<file path="config.mk">
export PLATFORM = sky130hd
export DESIGN_NAME = prf_release_buffer
export DESIGN_NICKNAME = d
export VERILOG_FILES = /design/src/rtl/prf_release_buffer.sv
export SDC_FILE = /design/constraint.sdc
export NUM_CORES = 1
export LEC_CHECK = 0
export ABC_AREA = 1
export BUFFER_PORTS_ARGS = -buffer_cell sky130_fd_sc_hd__buf_2
export CAP_MARGIN = 10
export CORE_MARGIN = 3
export CORE_UTILIZATION = 25
export CTS_CLUSTER_SIZE = 28
export DETAILED_ROUTE_END_ITERATION = 12
export SETUP_SLACK_MARGIN = 0.3
export SLEW_MARGIN = 25
export SYNTH_ARGS = -nofsm -noshare
export SYNTH_HDL_FRONTEND = slang
export SYNTH_SLANG_ARGS = --single-unit
</file>
<file path="constraint.sdc">
create_clock -name clk -period 4.5 [get_ports clk]
set_input_delay 0.9 -clock clk [delete_from_list [all_inputs] [get_ports clk]]
set_output_delay 0.9 -clock clk [all_outputs]
set_load 0.1 [all_outputs]
</file>
<file path="src/rtl/prf_release_buffer.sv">
// prf_release_buffer
// Collects up to two retired physical register numbers per cycle from commit,
// holds them in a small circular buffer, and drains them into the 2-in
// physical register freelist while respecting its full/almost_full signals.
// Sparse release slots are compacted so the freelist always sees port 0 first.

module prf_release_buffer #(
  parameter int PREG_WIDTH     = 5,
  parameter int BUF_SIZE       = 8,
  parameter int BUF_SIZE_WIDTH = 3
) (
  input  logic                      clk,
  input  logic                      rst,
  input  logic                      rel_first_vld_i,
  input  logic [PREG_WIDTH-1:0]     rel_first_preg_i,
  input  logic                      rel_second_vld_i,
  input  logic [PREG_WIDTH-1:0]     rel_second_preg_i,
  output logic                      rel_ready_o,
  input  logic                      fifo_full_i,
  input  logic                      fifo_almost_full_i,
  output logic                      wr_first_en_o,
  output logic [PREG_WIDTH-1:0]     wdata_first_o,
  output logic                      wr_second_en_o,
  output logic [PREG_WIDTH-1:0]     wdata_second_o,
  output logic [BUF_SIZE_WIDTH:0]   buf_num_o,
  output logic                      buf_empty_o
);

  localparam logic [BUF_SIZE_WIDTH:0] READY_MAX_CNT = (BUF_SIZE_WIDTH+1)'(BUF_SIZE - 2);

  logic [PREG_WIDTH-1:0]     entries [BUF_SIZE];
  logic [BUF_SIZE_WIDTH-1:0] head;
  logic [BUF_SIZE_WIDTH-1:0] tail;
  logic [BUF_SIZE_WIDTH:0]   count;

  logic [BUF_SIZE_WIDTH-1:0] head_p1;
  logic [BUF_SIZE_WIDTH-1:0] tail_p1;
  logic                      first_eff;
  logic                      second_eff;
  logic [1:0]                enq_num;
  logic [1:0]                deq_num;
  logic [PREG_WIDTH-1:0]     enq_data0;
  logic [BUF_SIZE_WIDTH:0]   count_next;

  // BUF_SIZE is a power of two, so plain pointer arithmetic wraps for free.
  assign head_p1 = head + 1'b1;
  assign tail_p1 = tail + 1'b1;

  // Ready looks only at the registered count, never at this cycle's drain,
  // so there is no combinational path from the freelist back to commit.
  assign rel_ready_o = (count <= READY_MAX_CNT);

  // Drain side: everything is driven from registered state plus backpressure.
  assign wr_first_en_o  = (count != '0) && !fifo_full_i;
  assign wr_second_en_o = (count >= (BUF_SIZE_WIDTH+1)'(2)) && !fifo_full_i && !fifo_almost_full_i;
  assign wdata_first_o  = entries[head];
  assign wdata_second_o = entries[head_p1];
  assign buf_num_o      = count;
  assign buf_empty_o    = (count == '0);

  // Accept filter, compaction and count arithmetic.
  always_comb begin
    // NOTE: every always_comb output gets a default first so no path can leave it unassigned and infer a latch.
    first_eff  = 1'b0;
    second_eff = 1'b0;
    enq_data0  = rel_second_preg_i;
    first_eff  = rel_first_vld_i  && (rel_first_preg_i  != '0) && rel_ready_o;
    second_eff = rel_second_vld_i && (rel_second_preg_i != '0) && rel_ready_o;
    // A lone slot-1 release moves down to the tail entry.
    if (first_eff) enq_data0 = rel_first_preg_i;
    enq_num    = {1'b0, first_eff} + {1'b0, second_eff};
    deq_num    = {1'b0, wr_first_en_o} + {1'b0, wr_second_en_o};
    count_next = count + (BUF_SIZE_WIDTH+1)'(enq_num) - (BUF_SIZE_WIDTH+1)'(deq_num);
  end

  // Entry storage: written at tail, never cleared.
  always_ff @(posedge clk) begin
    // NOTE: the entry array has no reset; count gates every read, so stale contents are never observed and the array can map to plain storage.
    if (first_eff || second_eff) entries[tail] <= enq_data0;
    if (first_eff && second_eff) entries[tail_p1] <= rel_second_preg_i;
  end

  // Pointer and count state with synchronous reset overriding enqueue/dequeue.
  always_ff @(posedge clk) begin
    // NOTE: sequential state uses non-blocking assignments so all registers update from the same pre-edge values.
    if (rst) begin
      head  <= '0;
      tail  <= '0;
      count <= '0;
    end else begin
      head  <= head + BUF_SIZE_WIDTH'(deq_num);
      tail  <= tail + BUF_SIZE_WIDTH'(enq_num);
      count <= count_next;
    end
  end

endmodule

</file>
### Yosys cells after proc, flatten, opt, wreduce, memory -nomap -nowiden

Memory sizes are Yosys's and may differ from the RTL's. A register that Yosys moved wholly into a read port is not among the register bits.
Index checks and enable logic that the tools add are counted.

* add/sub/neg operators: 8
* $lt $le $gt $ge: 2
* muxes and demuxes: 6
* reductions and logical operators: 15

Operators by type and width (number)
* nonzero test 5 bit: 2
* logical AND 1 bit: 8
* adder 3 x 1 -> 3 bit (second input constant): 2
* adder 3 x 2 -> 3 bit: 2
* two-way mux 5 bit: 1
* adder 1 x 1 -> 2 bit: 2
* adder 4 x 2 -> 4 bit: 1
* greater-or-equal comparator 4 x 2 -> 1 bit (second input constant): 1
* <= comparator 4 x 3 -> 1 bit (second input constant): 1
* zero test 4 bit: 1
* two-way mux 1 bit: 4
* nonzero test 4 bit: 1
* subtractor 4 x 2 -> 4 bit: 1
* two-way mux 3 bit: 1
* zero test 1 bit: 2
* logical OR 1 bit: 1

* bits in registers: 10
* memory bits (writable): 40
* bits of input ports: 16
* output and inout port bits: 18
* memories kept: 1

Memories
* entries: depth 8, bits a word 5, read ports 2, clocked after Yosys merged registers in 1, write ports 2, RTL line 31 `logic [PREG_WIDTH-1:0] entries [BUF_SIZE];`

### Depth between registers and ports, before layout

* depth in word-level cells: 6
* gate-level depth with buffers: 18

### Worst setup path before layout

OpenSTA, ideal clock, no wires.

* path kind: register -> register
* start: reg count[3] (netlist: buf_num_o[3])
* end: reg count[3] (netlist: buf_num_o[3])
* data arrival time: 5.368 ns
* data required time: 4.368 ns
* slack: -1.000 ns
* stages on the path, launching flop included: 15
* buffers on the path: 0
* period minus slack after synthesis: 5.500 ns
* cells stage by stage: dfxtp_1 -> inv_1 -> ha_1 -> nand2_1 -> nor3b_1 -> ha_1 -> fa_1 -> inv_1 -> ha_1 -> nand2_1 -> inv_1 -> o21ai_0 -> nand2_1 -> nand2_1 -> a21oi_1

* word-level cells in the longest chain between the ends: 5
* elaborated cells on any way between the ends: 12
* those cells by class: add/sub (4); order compare (2); reduce/logical (6)

RTL lines
* start: declaration: RTL line 34 `logic [BUF_SIZE_WIDTH:0] count;`
* start signal: assignment: RTL line 93 `count <= count_next;`
* greater-or-equal comparator 4 x 2 -> 1 bit: RTL line 55 `assign wr_second_en_o = (count >= (BUF_SIZE_WIDTH+1)'(2)) && !fifo_full_i && !fifo_almost_full_i;`
* logical AND 1 bit (2 in a row): RTL line 55
* named net wr_second_en_o: RTL line 23 `output logic wr_second_en_o,`
* adder 1 x 1 -> 2 bit: RTL line 72 `deq_num = {1'b0, wr_first_en_o} + {1'b0, wr_second_en_o};`
* subtractor 4 x 2 -> 4 bit: RTL line 73 `count_next = count + (BUF_SIZE_WIDTH+1)'(enq_num) - (BUF_SIZE_WIDTH+1)'(deq_num);`

The timed path passes the listed nets, and every way through them passes these cells.
A chain may end at the register's enable or synchronous reset.

### Worst setup path in the final report

* start: reg head[1]
* end: out wdata_second_o[1]

* word-level cells in the longest chain between the ends: 2

RTL lines
* start: declaration: RTL line 32 `logic [BUF_SIZE_WIDTH-1:0] head;`
* start signal: assignment: RTL line 91 `head <= head + BUF_SIZE_WIDTH'(deq_num);`
* adder 3 x 1 -> 3 bit: RTL line 46 `assign head_p1 = head + 1'b1;`
* memory read (8 x 5 bit)
* end: declaration: RTL line 24 `output logic [PREG_WIDTH-1:0] wdata_second_o,`

Every way passes these cells.

==> metrics.cfg <==
[outcome]
status = complete, no violations

[placed_design]
placed_area_sq_um = 3950
hpwlAfterDp_um = 8211
portBuffers = 33
dp_slack_ps = 1015
gp_congestion = 0.8726

[clocking]
cts_tree = yes
cts_root_buffer = clkbuf_16
numCtsBuffers = 5
cts_buffer_depth = 2
clk-insertion-delay-late_ps = 290
hold_buffers = 0
htree_levels = 2
numClockSinks = 50
post_cts_resized = 0
post-cts-setup-buffers = 0
clk_pin_slew_ps = 70

[logic_synthesis]
synth_area_sq_um = 3667
postSynthCellCount = 474
synthMuxAreaShare_pct = 0
yosys.area_share.adder_pct = 6.619
ys_warn_count = 0
synth_top_cells_by_area = edfxtp_1 (33%), nand2_1 (12%), o21ai_0 (6.7%)
synth_edf_count = 40
synthDistinctLibCells = 38
netlist.area_leader.share_pct = 32.75
synthFlopType = edfxtp_1
synthSimpleGateAreaFrac_pct = 28.93
synth.avg_cell_area_sq_um = 7.737
seq_area_frac_synth_pct = 38.21
yosysTopAreaCell = edfxtp_1
yosysMostFrequentCell = nand2_1
synth_seq_cells = 50
synthXorXnorAreaFrac_pct = 2.047
async_reset_ff_share_pct = 0
synth_common_cells = nand2_1 (121), inv_1 (57), o21ai_0 (49)
synth_top_family_by_area = simple AND/OR/NAND/NOR gates
syn_nets = 507
synth_compound_area_share_pct = 12.96

[floorplanning]
core_region_area_sq_um = 14100
die_w_um = 127.1
start_util_pct = 26.02
fp.dieH_um = 127.1
boundaryPins = 34
die-area_sq_um = 16160
rows = 43

[setup_path]
arrival_ps = 2790
setup.worst_path.start_class = flop
rr_worst_depth = 17
path_class = flop to output pin
reg2reg_to = buf_num_o[3]$_SDFF_PP0_
crit_end = wdata_second_o[1]
r2r-start = buf_num_o[3]$_SDFF_PP0_
worstPathMaxFanout = 22
crit_start = head[1]$_SDFF_PP0_
endpoint_kind = output pin
crit_required_ps = 3600
worst-r2r-setup-slack_ps = 1490

[route]
drt_iter0_drc = 299
dr.pass1.iters = 6
drt-vias-per-instance = 4.635
drc = 0
num_vias = 3133
wl_per_cell_um = 14.74
drt_wl_total_um = 9965
ant_nets = 0

[final_layout]
diodes = 0
final_nets = 528
post-route-cell-area_sq_um = 4104
drive_gt1_share_pct = 17.34
nFillCells = 1527
syn_to_final_growth_pct = 11.91

[sta]
max_freq_mhz = 270.9
hold_slack_ps = 686.9
finalSetupViolCount = 0
worst_pin_slew_ps = 839.8
finClkSkew_ps = 6.374
final.period_utilization_pct = 82.02
fin_setup_tns_ps = 0
report.final.slew_viol_count = 0
min_period_ps = 3691
setup_ws_ps = 809.3
slew_headroom_pct = 43.42
rsz0062_at_grt = no
hold_viol = 0

[worst_hold_path]
hold_class = flop to flop

[global_route]
grt_use_total_pct = 12.76
grt_max_degree = 51
grt_overflow_total = 0
grt_pass1_wl_um = 16470
antenna_found_initial = 0
grt_pass1_vias = 3037

[run]
drv_cap = 0

==> critical path, cell delays in order (launching register included) <==
cell and delay, ps:
dfxtp_1 800, ha_1 570, inv_1 190, a21oi_1 160, o21ai_0 100, nand3_1 130, o21a_1 120, buf_2 420
==> final cells by class <==
type	instances	area [sq um]	share of cell area, %
tap	180	225.2	5.488
multi-input combinational	337	1876	45.70
clock inverter	3	28.78	0.7012
inverter	67	275.3	6.707
timing repair buffer	34	172.7	4.207
clock buffer	5	125.1	3.049
sequential	50	1401	34.15
==> per-stage QoR <==
step	utilization, %	instances
finish	29.11	676
global route	29.11	676
CTS	29.11	676
global placement	28.02	668
detailed placement	28.02	668
floorplan	-	474
==> layer usage <==
metal	up-vias	wire length, um	track usage [%]
met5	-	0	0
met4	0	51	2.902
met3	6	375	1.881
met2	86	4882	22.01
met1	1445	4656	16.95
li1	1596	-	-
==> cells by family (layout without fill, tap and decap cells) <==
group           Yosys count  count (layout)
simple gates            224             224
compound gates           90              90
buf+inv                  87             109
flops                    50              50
fa+ha+maj                17              17
xor+xnor                  6               6
==> registers in the layout, summed over array words and instances, names as in the netlist <==
signal	flops
buf_num_o	4
entries	40
head	3
tail	3
==> how the worst min path moves through the flow <==
stage	depth (start not counted)	slack, ps	startpoint	end
after floorplan	3	590	tail[2]$_SDFF_PP0_	tail[2]$_SDFF_PP0_
after global placement	2	660	head[2]$_SDFF_PP0_	head[2]$_SDFF_PP0_
after detailed placement	2	690	tail[2]$_SDFF_PP0_	tail[2]$_SDFF_PP0_
after CTS	2	700	tail[2]$_SDFF_PP0_	tail[2]$_SDFF_PP0_
after global routing	2	750	tail[2]$_SDFF_PP0_	tail[2]$_SDFF_PP0_
final	2	690	tail[2]$_SDFF_PP0_	tail[2]$_SDFF_PP0_
==> layout by cell type, fill, tap and decap left out, types with 6 or more instances in the layout <==
cell type / n
nand2_2: 10
a21oi_1: 26
inv_1: 57
nand2_1: 121
edfxtp_1: 40
nor2_1: 21
clkinv_4: 6
nand3_1: 48
ha_1: 13
dfxtp_1: 10
o21ai_0: 49
buf_2: 33
Power is not shown: default switching activity piles up to over one toggle a cycle in this logic, so the estimate is an artifact.
